**config.mk**
```make
export PLATFORM = sky130hd
export DESIGN_NAME = id_ex_stage_flat
export DESIGN_NICKNAME = d
export VERILOG_FILES = /design/src/rtl/id_ex_stage_if.sv /design/src/rtl/id_ex_stage.sv /design/src/flat_wrapper.sv
export SDC_FILE = /design/constraint.sdc
export NUM_CORES = 1
export LEC_CHECK = 0
export ABC_AREA = 1
export BUFFER_PORTS_ARGS = -buffer_cell sky130_fd_sc_hd__buf_2
export CAP_MARGIN = 5
export CORE_MARGIN = 2
export CORE_UTILIZATION = 35
export CTS_CLUSTER_SIZE = 40
export DETAILED_ROUTE_END_ITERATION = 6
export PLACE_DENSITY = 0.62
export SLEW_MARGIN = 20
export SYNTH_ARGS = -nofsm -noshare
export SYNTH_HDL_FRONTEND = slang
export SYNTH_SLANG_ARGS = --single-unit
```
**constraint.sdc**
```tcl
create_clock -name i_clk -period 5.1 [get_ports i_clk]
set_input_delay 0.51 -clock i_clk [delete_from_list [all_inputs] [get_ports i_clk]]
set_output_delay 0.51 -clock i_clk [all_outputs]
set_load 0.02 [all_outputs]
```
**src/rtl/id_ex_stage_if.sv**
```systemverilog
// Handshake and datapath bundle between decode, register file, forwarding
// sources and the ID/EX register of the RiSC-16 pipeline.
interface id_ex_stage_if #(parameter int p_WORD_LEN = 16);
    logic                  i_valid;
    logic                  o_ready;
    logic [p_WORD_LEN-1:0] i_instr;
    logic [p_WORD_LEN-1:0] i_pc;
    logic [2:0]            o_rs1;
    logic [2:0]            o_rs2;
    logic [p_WORD_LEN-1:0] i_rs1_data;
    logic [p_WORD_LEN-1:0] i_rs2_data;
    logic [p_WORD_LEN-1:0] i_ex_result;
    logic                  i_mem_wr_en;
    logic [2:0]            i_mem_rd;
    logic [p_WORD_LEN-1:0] i_mem_data;
    logic                  i_wb_wr_en;
    logic [2:0]            i_wb_rd;
    logic [p_WORD_LEN-1:0] i_wb_data;
    logic                  i_flush;
    logic                  o_valid;
    logic                  o_alu_op;
    logic [p_WORD_LEN-1:0] o_alu_a;
    logic [p_WORD_LEN-1:0] o_alu_b;
    logic [p_WORD_LEN-1:0] o_aux;
    logic [2:0]            o_rd;
    logic                  o_wr_en;
    logic                  o_is_load;
    logic                  o_is_store;
    logic                  o_is_beq;
    logic                  o_is_jalr;
    logic [p_WORD_LEN-1:0] o_pc;

    modport master (
        output i_valid, i_instr, i_pc, i_rs1_data, i_rs2_data, i_ex_result,
               i_mem_wr_en, i_mem_rd, i_mem_data, i_wb_wr_en, i_wb_rd, i_wb_data, i_flush,
        input  o_ready, o_rs1, o_rs2, o_valid, o_alu_op, o_alu_a, o_alu_b, o_aux,
               o_rd, o_wr_en, o_is_load, o_is_store, o_is_beq, o_is_jalr, o_pc
    );

    modport slave (
        input  i_valid, i_instr, i_pc, i_rs1_data, i_rs2_data, i_ex_result,
               i_mem_wr_en, i_mem_rd, i_mem_data, i_wb_wr_en, i_wb_rd, i_wb_data, i_flush,
        output o_ready, o_rs1, o_rs2, o_valid, o_alu_op, o_alu_a, o_alu_b, o_aux,
               o_rd, o_wr_en, o_is_load, o_is_store, o_is_beq, o_is_jalr, o_pc
    );
endinterface

```
**src/rtl/id_ex_stage.sv**
```systemverilog
// RiSC-16 decode-to-execute stage: decode, operand forwarding, load-use
// stall detection and the ID/EX pipeline register.
module id_ex_stage #(
    parameter int p_WORD_LEN = 16
) (
    input  logic          i_clk,
    input  logic          i_rst,
    id_ex_stage_if.slave  bus
);
    typedef logic [p_WORD_LEN-1:0] word_t;

    localparam logic [2:0] OP_ADD  = 3'b000;
    localparam logic [2:0] OP_ADDI = 3'b001;
    localparam logic [2:0] OP_NAND = 3'b010;
    localparam logic [2:0] OP_LUI  = 3'b011;
    localparam logic [2:0] OP_SW   = 3'b100;
    localparam logic [2:0] OP_LW   = 3'b101;
    localparam logic [2:0] OP_BEQ  = 3'b110;
    localparam logic [2:0] OP_JALR = 3'b111;

    localparam word_t ZERO_W = {p_WORD_LEN{1'b0}};
    localparam word_t ONE_W  = {{(p_WORD_LEN-1){1'b0}}, 1'b1};

    // Forwarding priority: r0, then EX, then MEM, then WB, then register file.
    function automatic word_t resolve(
        input logic [2:0] idx, input word_t rf_data,
        input logic ex_en, input logic [2:0] ex_rd, input word_t ex_data,
        input logic mem_en, input logic [2:0] mem_rd, input word_t mem_data,
        input logic wb_en, input logic [2:0] wb_rd, input word_t wb_data);
        word_t r;
        if (idx == 3'd0)                      r = ZERO_W;
        else if (ex_en && (ex_rd == idx))     r = ex_data;
        else if (mem_en && (mem_rd == idx))   r = mem_data;
        else if (wb_en && (wb_rd == idx))     r = wb_data;
        else                                  r = rf_data;
        return r;
    endfunction

    logic       valid_r, alu_op_r, wr_en_r, is_load_r, is_store_r, is_beq_r, is_jalr_r;
    word_t      alu_a_r, alu_b_r, aux_r, pc_r;
    logic [2:0] rd_r;

    logic [2:0] opcode_s, ra_s, rb_s, rc_s, rs1_s, rs2_s;
    word_t      simm_s, op1_s, op2_s;
    logic       ex_fwd_en_s, hazard_s;

    word_t      d_a_s, d_b_s, d_aux_s;
    logic       d_op_s, d_writes_s, d_load_s, d_store_s, d_beq_s, d_jalr_s;
    logic [2:0] d_rd_s;

    assign opcode_s = bus.i_instr[15:13];
    assign ra_s     = bus.i_instr[12:10];
    assign rb_s     = bus.i_instr[9:7];
    assign rc_s     = bus.i_instr[2:0];
    assign simm_s   = {{(p_WORD_LEN-7){bus.i_instr[6]}}, bus.i_instr[6:0]};

    // Source register selection; unused sources read index 0.
    always_comb begin
        rs1_s = 3'd0;
        rs2_s = 3'd0;
        case (opcode_s)
            OP_ADD, OP_NAND: begin rs1_s = rb_s; rs2_s = rc_s; end
            OP_ADDI, OP_LW, OP_JALR: rs1_s = rb_s;
            OP_SW:           begin rs1_s = rb_s; rs2_s = ra_s; end
            OP_BEQ:          begin rs1_s = ra_s; rs2_s = rb_s; end
            default:         begin rs1_s = 3'd0; rs2_s = 3'd0; end
        endcase
    end

    // A load in EX has no result yet, so it is never an EX forwarding source.
    assign ex_fwd_en_s = valid_r && wr_en_r && !is_load_r;

    assign op1_s = resolve(rs1_s, bus.i_rs1_data, ex_fwd_en_s, rd_r, bus.i_ex_result,
                           bus.i_mem_wr_en, bus.i_mem_rd, bus.i_mem_data,
                           bus.i_wb_wr_en, bus.i_wb_rd, bus.i_wb_data);
    assign op2_s = resolve(rs2_s, bus.i_rs2_data, ex_fwd_en_s, rd_r, bus.i_ex_result,
                           bus.i_mem_wr_en, bus.i_mem_rd, bus.i_mem_data,
                           bus.i_wb_wr_en, bus.i_wb_rd, bus.i_wb_data);

    assign hazard_s = bus.i_valid && valid_r && is_load_r && wr_en_r &&
                      (((rs1_s != 3'd0) && (rd_r == rs1_s)) ||
                       ((rs2_s != 3'd0) && (rd_r == rs2_s)));

    // Execute-stage operands and control for the instruction in decode.
    always_comb begin
        d_op_s = 1'b0; d_a_s = ZERO_W; d_b_s = ZERO_W; d_aux_s = ZERO_W;
        d_writes_s = 1'b0; d_load_s = 1'b0; d_store_s = 1'b0;
        d_beq_s = 1'b0; d_jalr_s = 1'b0;
        case (opcode_s)
            OP_ADD:  begin d_a_s = op1_s; d_b_s = op2_s; d_writes_s = 1'b1; end
            OP_NAND: begin d_a_s = op1_s; d_b_s = op2_s; d_op_s = 1'b1; d_writes_s = 1'b1; end
            OP_ADDI: begin d_a_s = op1_s; d_b_s = simm_s; d_writes_s = 1'b1; end
            OP_LUI:  begin d_a_s = {bus.i_instr[9:0], 6'b000000}; d_writes_s = 1'b1; end
            OP_SW:   begin d_a_s = op1_s; d_b_s = simm_s; d_aux_s = op2_s; d_store_s = 1'b1; end
            OP_LW:   begin d_a_s = op1_s; d_b_s = simm_s; d_load_s = 1'b1; d_writes_s = 1'b1; end
            OP_BEQ:  begin
                d_a_s = op1_s; d_b_s = op2_s; d_beq_s = 1'b1;
                d_aux_s = bus.i_pc + ONE_W + simm_s;
            end
            OP_JALR: begin
                d_a_s = bus.i_pc; d_b_s = ONE_W; d_aux_s = op1_s;
                d_jalr_s = 1'b1; d_writes_s = 1'b1;
            end
            default: begin d_a_s = ZERO_W; d_b_s = ZERO_W; end
        endcase
        d_rd_s = d_writes_s ? ra_s : 3'd0;
    end

    // ID/EX register: reset, flush, stall and idle all load an all-zero bubble.
    always_ff @(posedge i_clk) begin
        if (i_rst || bus.i_flush || hazard_s || !bus.i_valid) begin
            valid_r <= 1'b0; alu_op_r <= 1'b0; alu_a_r <= ZERO_W; alu_b_r <= ZERO_W;
            aux_r <= ZERO_W; rd_r <= 3'd0; wr_en_r <= 1'b0; is_load_r <= 1'b0;
            is_store_r <= 1'b0; is_beq_r <= 1'b0; is_jalr_r <= 1'b0; pc_r <= ZERO_W;
        end else begin
            valid_r <= 1'b1; alu_op_r <= d_op_s; alu_a_r <= d_a_s; alu_b_r <= d_b_s;
            aux_r <= d_aux_s; rd_r <= d_rd_s; wr_en_r <= d_writes_s && (ra_s != 3'd0);
            is_load_r <= d_load_s; is_store_r <= d_store_s; is_beq_r <= d_beq_s;
            is_jalr_r <= d_jalr_s; pc_r <= bus.i_pc;
        end
    end

    assign bus.o_ready    = !hazard_s;
    assign bus.o_rs1      = rs1_s;
    assign bus.o_rs2      = rs2_s;
    assign bus.o_valid    = valid_r;
    assign bus.o_alu_op   = alu_op_r;
    assign bus.o_alu_a    = alu_a_r;
    assign bus.o_alu_b    = alu_b_r;
    assign bus.o_aux      = aux_r;
    assign bus.o_rd       = rd_r;
    assign bus.o_wr_en    = wr_en_r;
    assign bus.o_is_load  = is_load_r;
    assign bus.o_is_store = is_store_r;
    assign bus.o_is_beq   = is_beq_r;
    assign bus.o_is_jalr  = is_jalr_r;
    assign bus.o_pc       = pc_r;
endmodule

```
**src/flat_wrapper.sv**
```systemverilog
// flat-port wrapper written by rule: the top's interface ports become plain ports
module id_ex_stage_flat 
#(
    parameter int p_WORD_LEN = 16
)
  (i_clk, i_rst, bus_i_valid, bus_i_instr, bus_i_pc, bus_i_rs1_data, bus_i_rs2_data, bus_i_ex_result, bus_i_mem_wr_en, bus_i_mem_rd, bus_i_mem_data, bus_i_wb_wr_en, bus_i_wb_rd, bus_i_wb_data, bus_i_flush, bus_o_ready, bus_o_rs1, bus_o_rs2, bus_o_valid, bus_o_alu_op, bus_o_alu_a, bus_o_alu_b, bus_o_aux, bus_o_rd, bus_o_wr_en, bus_o_is_load, bus_o_is_store, bus_o_is_beq, bus_o_is_jalr, bus_o_pc);
  id_ex_stage_if #(.p_WORD_LEN(p_WORD_LEN)) bus_i ();
  input  logic i_clk;
  input  logic i_rst;
  input wire logic [$bits(bus_i.i_valid)-1:0] bus_i_valid;
  input wire logic [$bits(bus_i.i_instr)-1:0] bus_i_instr;
  input wire logic [$bits(bus_i.i_pc)-1:0] bus_i_pc;
  input wire logic [$bits(bus_i.i_rs1_data)-1:0] bus_i_rs1_data;
  input wire logic [$bits(bus_i.i_rs2_data)-1:0] bus_i_rs2_data;
  input wire logic [$bits(bus_i.i_ex_result)-1:0] bus_i_ex_result;
  input wire logic [$bits(bus_i.i_mem_wr_en)-1:0] bus_i_mem_wr_en;
  input wire logic [$bits(bus_i.i_mem_rd)-1:0] bus_i_mem_rd;
  input wire logic [$bits(bus_i.i_mem_data)-1:0] bus_i_mem_data;
  input wire logic [$bits(bus_i.i_wb_wr_en)-1:0] bus_i_wb_wr_en;
  input wire logic [$bits(bus_i.i_wb_rd)-1:0] bus_i_wb_rd;
  input wire logic [$bits(bus_i.i_wb_data)-1:0] bus_i_wb_data;
  input wire logic [$bits(bus_i.i_flush)-1:0] bus_i_flush;
  output wire logic [$bits(bus_i.o_ready)-1:0] bus_o_ready;
  output wire logic [$bits(bus_i.o_rs1)-1:0] bus_o_rs1;
  output wire logic [$bits(bus_i.o_rs2)-1:0] bus_o_rs2;
  output wire logic [$bits(bus_i.o_valid)-1:0] bus_o_valid;
  output wire logic [$bits(bus_i.o_alu_op)-1:0] bus_o_alu_op;
  output wire logic [$bits(bus_i.o_alu_a)-1:0] bus_o_alu_a;
  output wire logic [$bits(bus_i.o_alu_b)-1:0] bus_o_alu_b;
  output wire logic [$bits(bus_i.o_aux)-1:0] bus_o_aux;
  output wire logic [$bits(bus_i.o_rd)-1:0] bus_o_rd;
  output wire logic [$bits(bus_i.o_wr_en)-1:0] bus_o_wr_en;
  output wire logic [$bits(bus_i.o_is_load)-1:0] bus_o_is_load;
  output wire logic [$bits(bus_i.o_is_store)-1:0] bus_o_is_store;
  output wire logic [$bits(bus_i.o_is_beq)-1:0] bus_o_is_beq;
  output wire logic [$bits(bus_i.o_is_jalr)-1:0] bus_o_is_jalr;
  output wire logic [$bits(bus_i.o_pc)-1:0] bus_o_pc;
  assign bus_i.i_valid = bus_i_valid;
  assign bus_i.i_instr = bus_i_instr;
  assign bus_i.i_pc = bus_i_pc;
  assign bus_i.i_rs1_data = bus_i_rs1_data;
  assign bus_i.i_rs2_data = bus_i_rs2_data;
  assign bus_i.i_ex_result = bus_i_ex_result;
  assign bus_i.i_mem_wr_en = bus_i_mem_wr_en;
  assign bus_i.i_mem_rd = bus_i_mem_rd;
  assign bus_i.i_mem_data = bus_i_mem_data;
  assign bus_i.i_wb_wr_en = bus_i_wb_wr_en;
  assign bus_i.i_wb_rd = bus_i_wb_rd;
  assign bus_i.i_wb_data = bus_i_wb_data;
  assign bus_i.i_flush = bus_i_flush;
  assign bus_o_ready = bus_i.o_ready;
  assign bus_o_rs1 = bus_i.o_rs1;
  assign bus_o_rs2 = bus_i.o_rs2;
  assign bus_o_valid = bus_i.o_valid;
  assign bus_o_alu_op = bus_i.o_alu_op;
  assign bus_o_alu_a = bus_i.o_alu_a;
  assign bus_o_alu_b = bus_i.o_alu_b;
  assign bus_o_aux = bus_i.o_aux;
  assign bus_o_rd = bus_i.o_rd;
  assign bus_o_wr_en = bus_i.o_wr_en;
  assign bus_o_is_load = bus_i.o_is_load;
  assign bus_o_is_store = bus_i.o_is_store;
  assign bus_o_is_beq = bus_i.o_is_beq;
  assign bus_o_is_jalr = bus_i.o_is_jalr;
  assign bus_o_pc = bus_i.o_pc;
  id_ex_stage #(.p_WORD_LEN(p_WORD_LEN)) u_core (.i_clk(i_clk), .i_rst(i_rst), .bus(bus_i));
endmodule
```
==> results.yml <==
outcome:
  status: "completed"
setup_path:
  reg2reg_from: "u_core.bus.o_rd[1]"
  required_ns: 5.33
  critPathKind: "input port to flop"
  slowest_delay_ns: 0.68
  arrival_ns: 3.77
  cp-start-kind: "input port"
  path_max_fanout: 29
  reg2regPathDepth: 9
  path_cells: "buf_2, nand2_1, clkinv_1, nand2_2, nand2_2, xor2_2, nand3_1, nand2_1, nand3_2, nand2_2, buf_4, nor2_2, nand3_1, nand2_1"
  r2r-end: "u_core.bus.o_alu_a[3]"
  regToRegSetupSlack_ns: 2.40
  crit_slowest_cell: "xor2_2"
  critPathTopFamily: "simple AND/OR/NAND/NOR gates"
  end_kind: "flop"
  crit_buf_inv: 3
layout:
  n_fill_cell: 1727
  area_growth_pct: 26.07
  fin_nets: 1231
  seqCellArea_um2: 1481
  layout_common_cells: "buf_2 (204), nand2_1 (200), nand3_1 (196)"
  multi_input_area_um2: 3212
  final_common_cell: "buf_2"
  final_layout_size_suffix_gt1_share_pct: 24.02
routing:
  wl_per_cell_um: 16.13
  vias_per_cell: 5.163
  detail-route-antenna-nets: 0
  drcViolationCount: 0
  drt_iter0_markers: 736
  dr.pass1.iters: 5
  vias: 6748
  wirelength_mm: 21.08
sta:
  worst_pin_slew_ns: 0.8567
  slew_violations: 0
  period_share_pct: 69.54
  fmax_mhz: 282.0
  setup_viol: 0
  tns_ns: 0
  hold_ws_ns: 0.3967
  fin_crit_ns: 3.546
  hold_viol: 0
  fin_ws_ns: 1.554
  maxSlewHeadroom_pct: 42.84
  rsz0062_at_grt: "no"
  fin_worst_skew_ns: 0.009141
pwr:
  leakage_nw: 4.068
  comb_power_share_pct: 28.6
  switchingPower_mw: 0.5971
  p_int_mw: 1.124
  switching_share_pct: 34.69
  powerDensity_nw_per_um2: 247.8
  seq_power_share_pct: 34.8
  ir_drop_v: 0.0001935
  p_clk_share_pct: 36.6
cts:
  clockRootBuffer: "clkbuf_16"
  cts_setup_buffers: 0
  tritoncts: "yes"
  worstSkewPairLatency_ns: 0.34
  path_clk_slew_ns: 0.06
  htree_levels: 3
  cts_made_buffers: 9
  ctsHoldBuffers: 0
  ctsLongestPathBuffers: 2
  clock_sinks: 74
  cts_resized: 0
grt:
  grt_pass1_wl_mm: 32.24
  grt_pass1_vias: 6159
  grt_start_max_net_pins: 35
  gr-total-overflow: 0
  track_usage_pct: 25.03
  antenna_found_initial: 1
synth:
  ys_seq_area_share_pct: 26.89
  synth_seq_cells: 74
  async_reset_ff_share_pct: 0
  syn-num-nets: 1046
  syn_area_um2: 5509
  yosysTopAreaCellShare_pct: 26.89
  synth_edf_count: 0
  ys_types: 36
  syn_inst: 906
  synth_area_leaders: "dfxtp_1 (27%), nand3_1 (18%), nand2_1 (14%), inv_1 (11%), nand4_1 (4.9%)"
  ys_warn_count: 0
  synth_top_area_cell: "dfxtp_1"
  synthFlopType: "dfxtp_1"
  syn_avg_cell_area_um2: 6.081
floorplanning:
  die_h_um: 129.5
  start_util_pct: 35.97
  core_um2: 15310
  die_x_um: 129.5
  rows: 45
  num_io_pins: 205
  dieArea_um2: 16760
min_path:
  hold_path_depth: 3
  hp-class: "input port to flop"
  hold_end: "u_core.bus.o_alu_a[0]"
  worstHoldStart: "bus_i_pc[0]"
placement:
  io_buffer_count: 204
  gp_congestion: 0.9575
  dp_slack_ns: 1.347
  place_hpwl_mm: 16.67
job:
  max-cap-violations: 0
layout make-up:
cell class	count	area share [%]
Timing Repair Buffer	209	15.24
Tap cell	211	3.801
Sequential cell	74	21.33
Multi-Input combinational cell	626	46.24
Antenna cell	1	0.03603
Clock buffer	10	3.297
Inverter	171	9.242
Clock inverter	5	0.8107
how the worst max path moves through the flow:
stage / startpoint / endpoint / slack, ns / cells after the start
finish: bus_i_instr[14] / u_core.bus.o_alu_a[3] / 1.55 / 14
global route: bus_i_instr[14] / u_core.bus.o_aux[3] / 1.29 / 12
CTS: bus_i_instr[14] / u_core.bus.o_alu_a[3] / 1.70 / 14
detailed placement: bus_i_instr[14] / u_core.bus.o_alu_a[3] / 1.35 / 14
global placement: bus_i_instr[14] / u_core.bus.o_alu_a[3] / 1.45 / 14
floorplan: bus_i_instr[15] / u_core.bus.o_is_beq / 2.73 / 12
layer usage:
| layer | GRT usage [%] | vias to the layer above | share of wire (%) |
|---|---|---|---|
| met2 | 42.69 | 332 | 48 |
| met4 | 5.819 | 2 | 1.5 |
| li1 | - | 3316 | - |
| met5 | 0 | - | 0.052 |
| met1 | 33.27 | 3072 | 43 |
| met3 | 4.046 | 26 | 7.5 |
cells by family after synthesis:
group                    after synthesis  share of synthesized area (%)
AO/OA/AOI/OAI                         86                          8.608
XOR/XNOR                               6                          1.431
buffers and inverters                206                          14.90
AND/OR/NAND/NOR                      518                          44.40
adder cells (fa/ha/maj)               16                          3.770
flip-flops                            74                          26.89
cell usage after synthesis, drive strengths merged, types with 2 or more instances:
library cell and n:
nand4 45, a21o 3, clkbuf 11, clkinv 2, nand2 208, nor2 50, nand3 203, xor2 6
buf 24, dfxtp 74, nand3b 3, a21oi 50, inv 169, ha 15, a22oi 10, o21ai 19
nor3 5, or2 3
registers in the layout, indices dropped and copies added (netlist names), 3 cells and up:
| signal | flops |
|---|---|
| u_core.bus.o_alu_b | 16 |
| u_core.bus.o_alu_a | 16 |
| u_core.bus.o_rd | 3 |
| u_core.bus.o_aux | 16 |
| u_core.bus.o_pc | 16 |
worst register-to-register path: cells and delay by family, from the launching register on:
kind	cells	cell delay, ns
and+or+nand+nor	7	1.02
xor gates and xnor gates	1	0.70
buffers and inverters	1	0.44
DFF	1	0.42
through the flow:
step | cell area [µm²] | utilization, % | std cells | power, mW
2_1_floorplan | 5509 | - | 906 | 0.9253
3_5_place_dp | 6658 | 43.47 | 1291 | 1.095
4_1_cts | 6943 | 45.34 | 1306 | 1.722
6_report | 6945 | 45.35 | 1307 | 1.721
3_3_place_gp | 6655 | 43.46 | 1291 | 1.096
5_1_grt | 6943 | 45.34 | 1306 | 1.808
power groups by stage:
stage | registers [mW] | clock network (mW) | logic, mW
floorplan | 0.628 | 0 | 0.297
global placement | 0.612 | 0 | 0.484
detailed placement | 0.611 | 0 | 0.484
CTS | 0.599 | 0.637 | 0.486
global route | 0.599 | 0.661 | 0.548
finish | 0.599 | 0.631 | 0.492
Power figures use the tool's default switching activity.
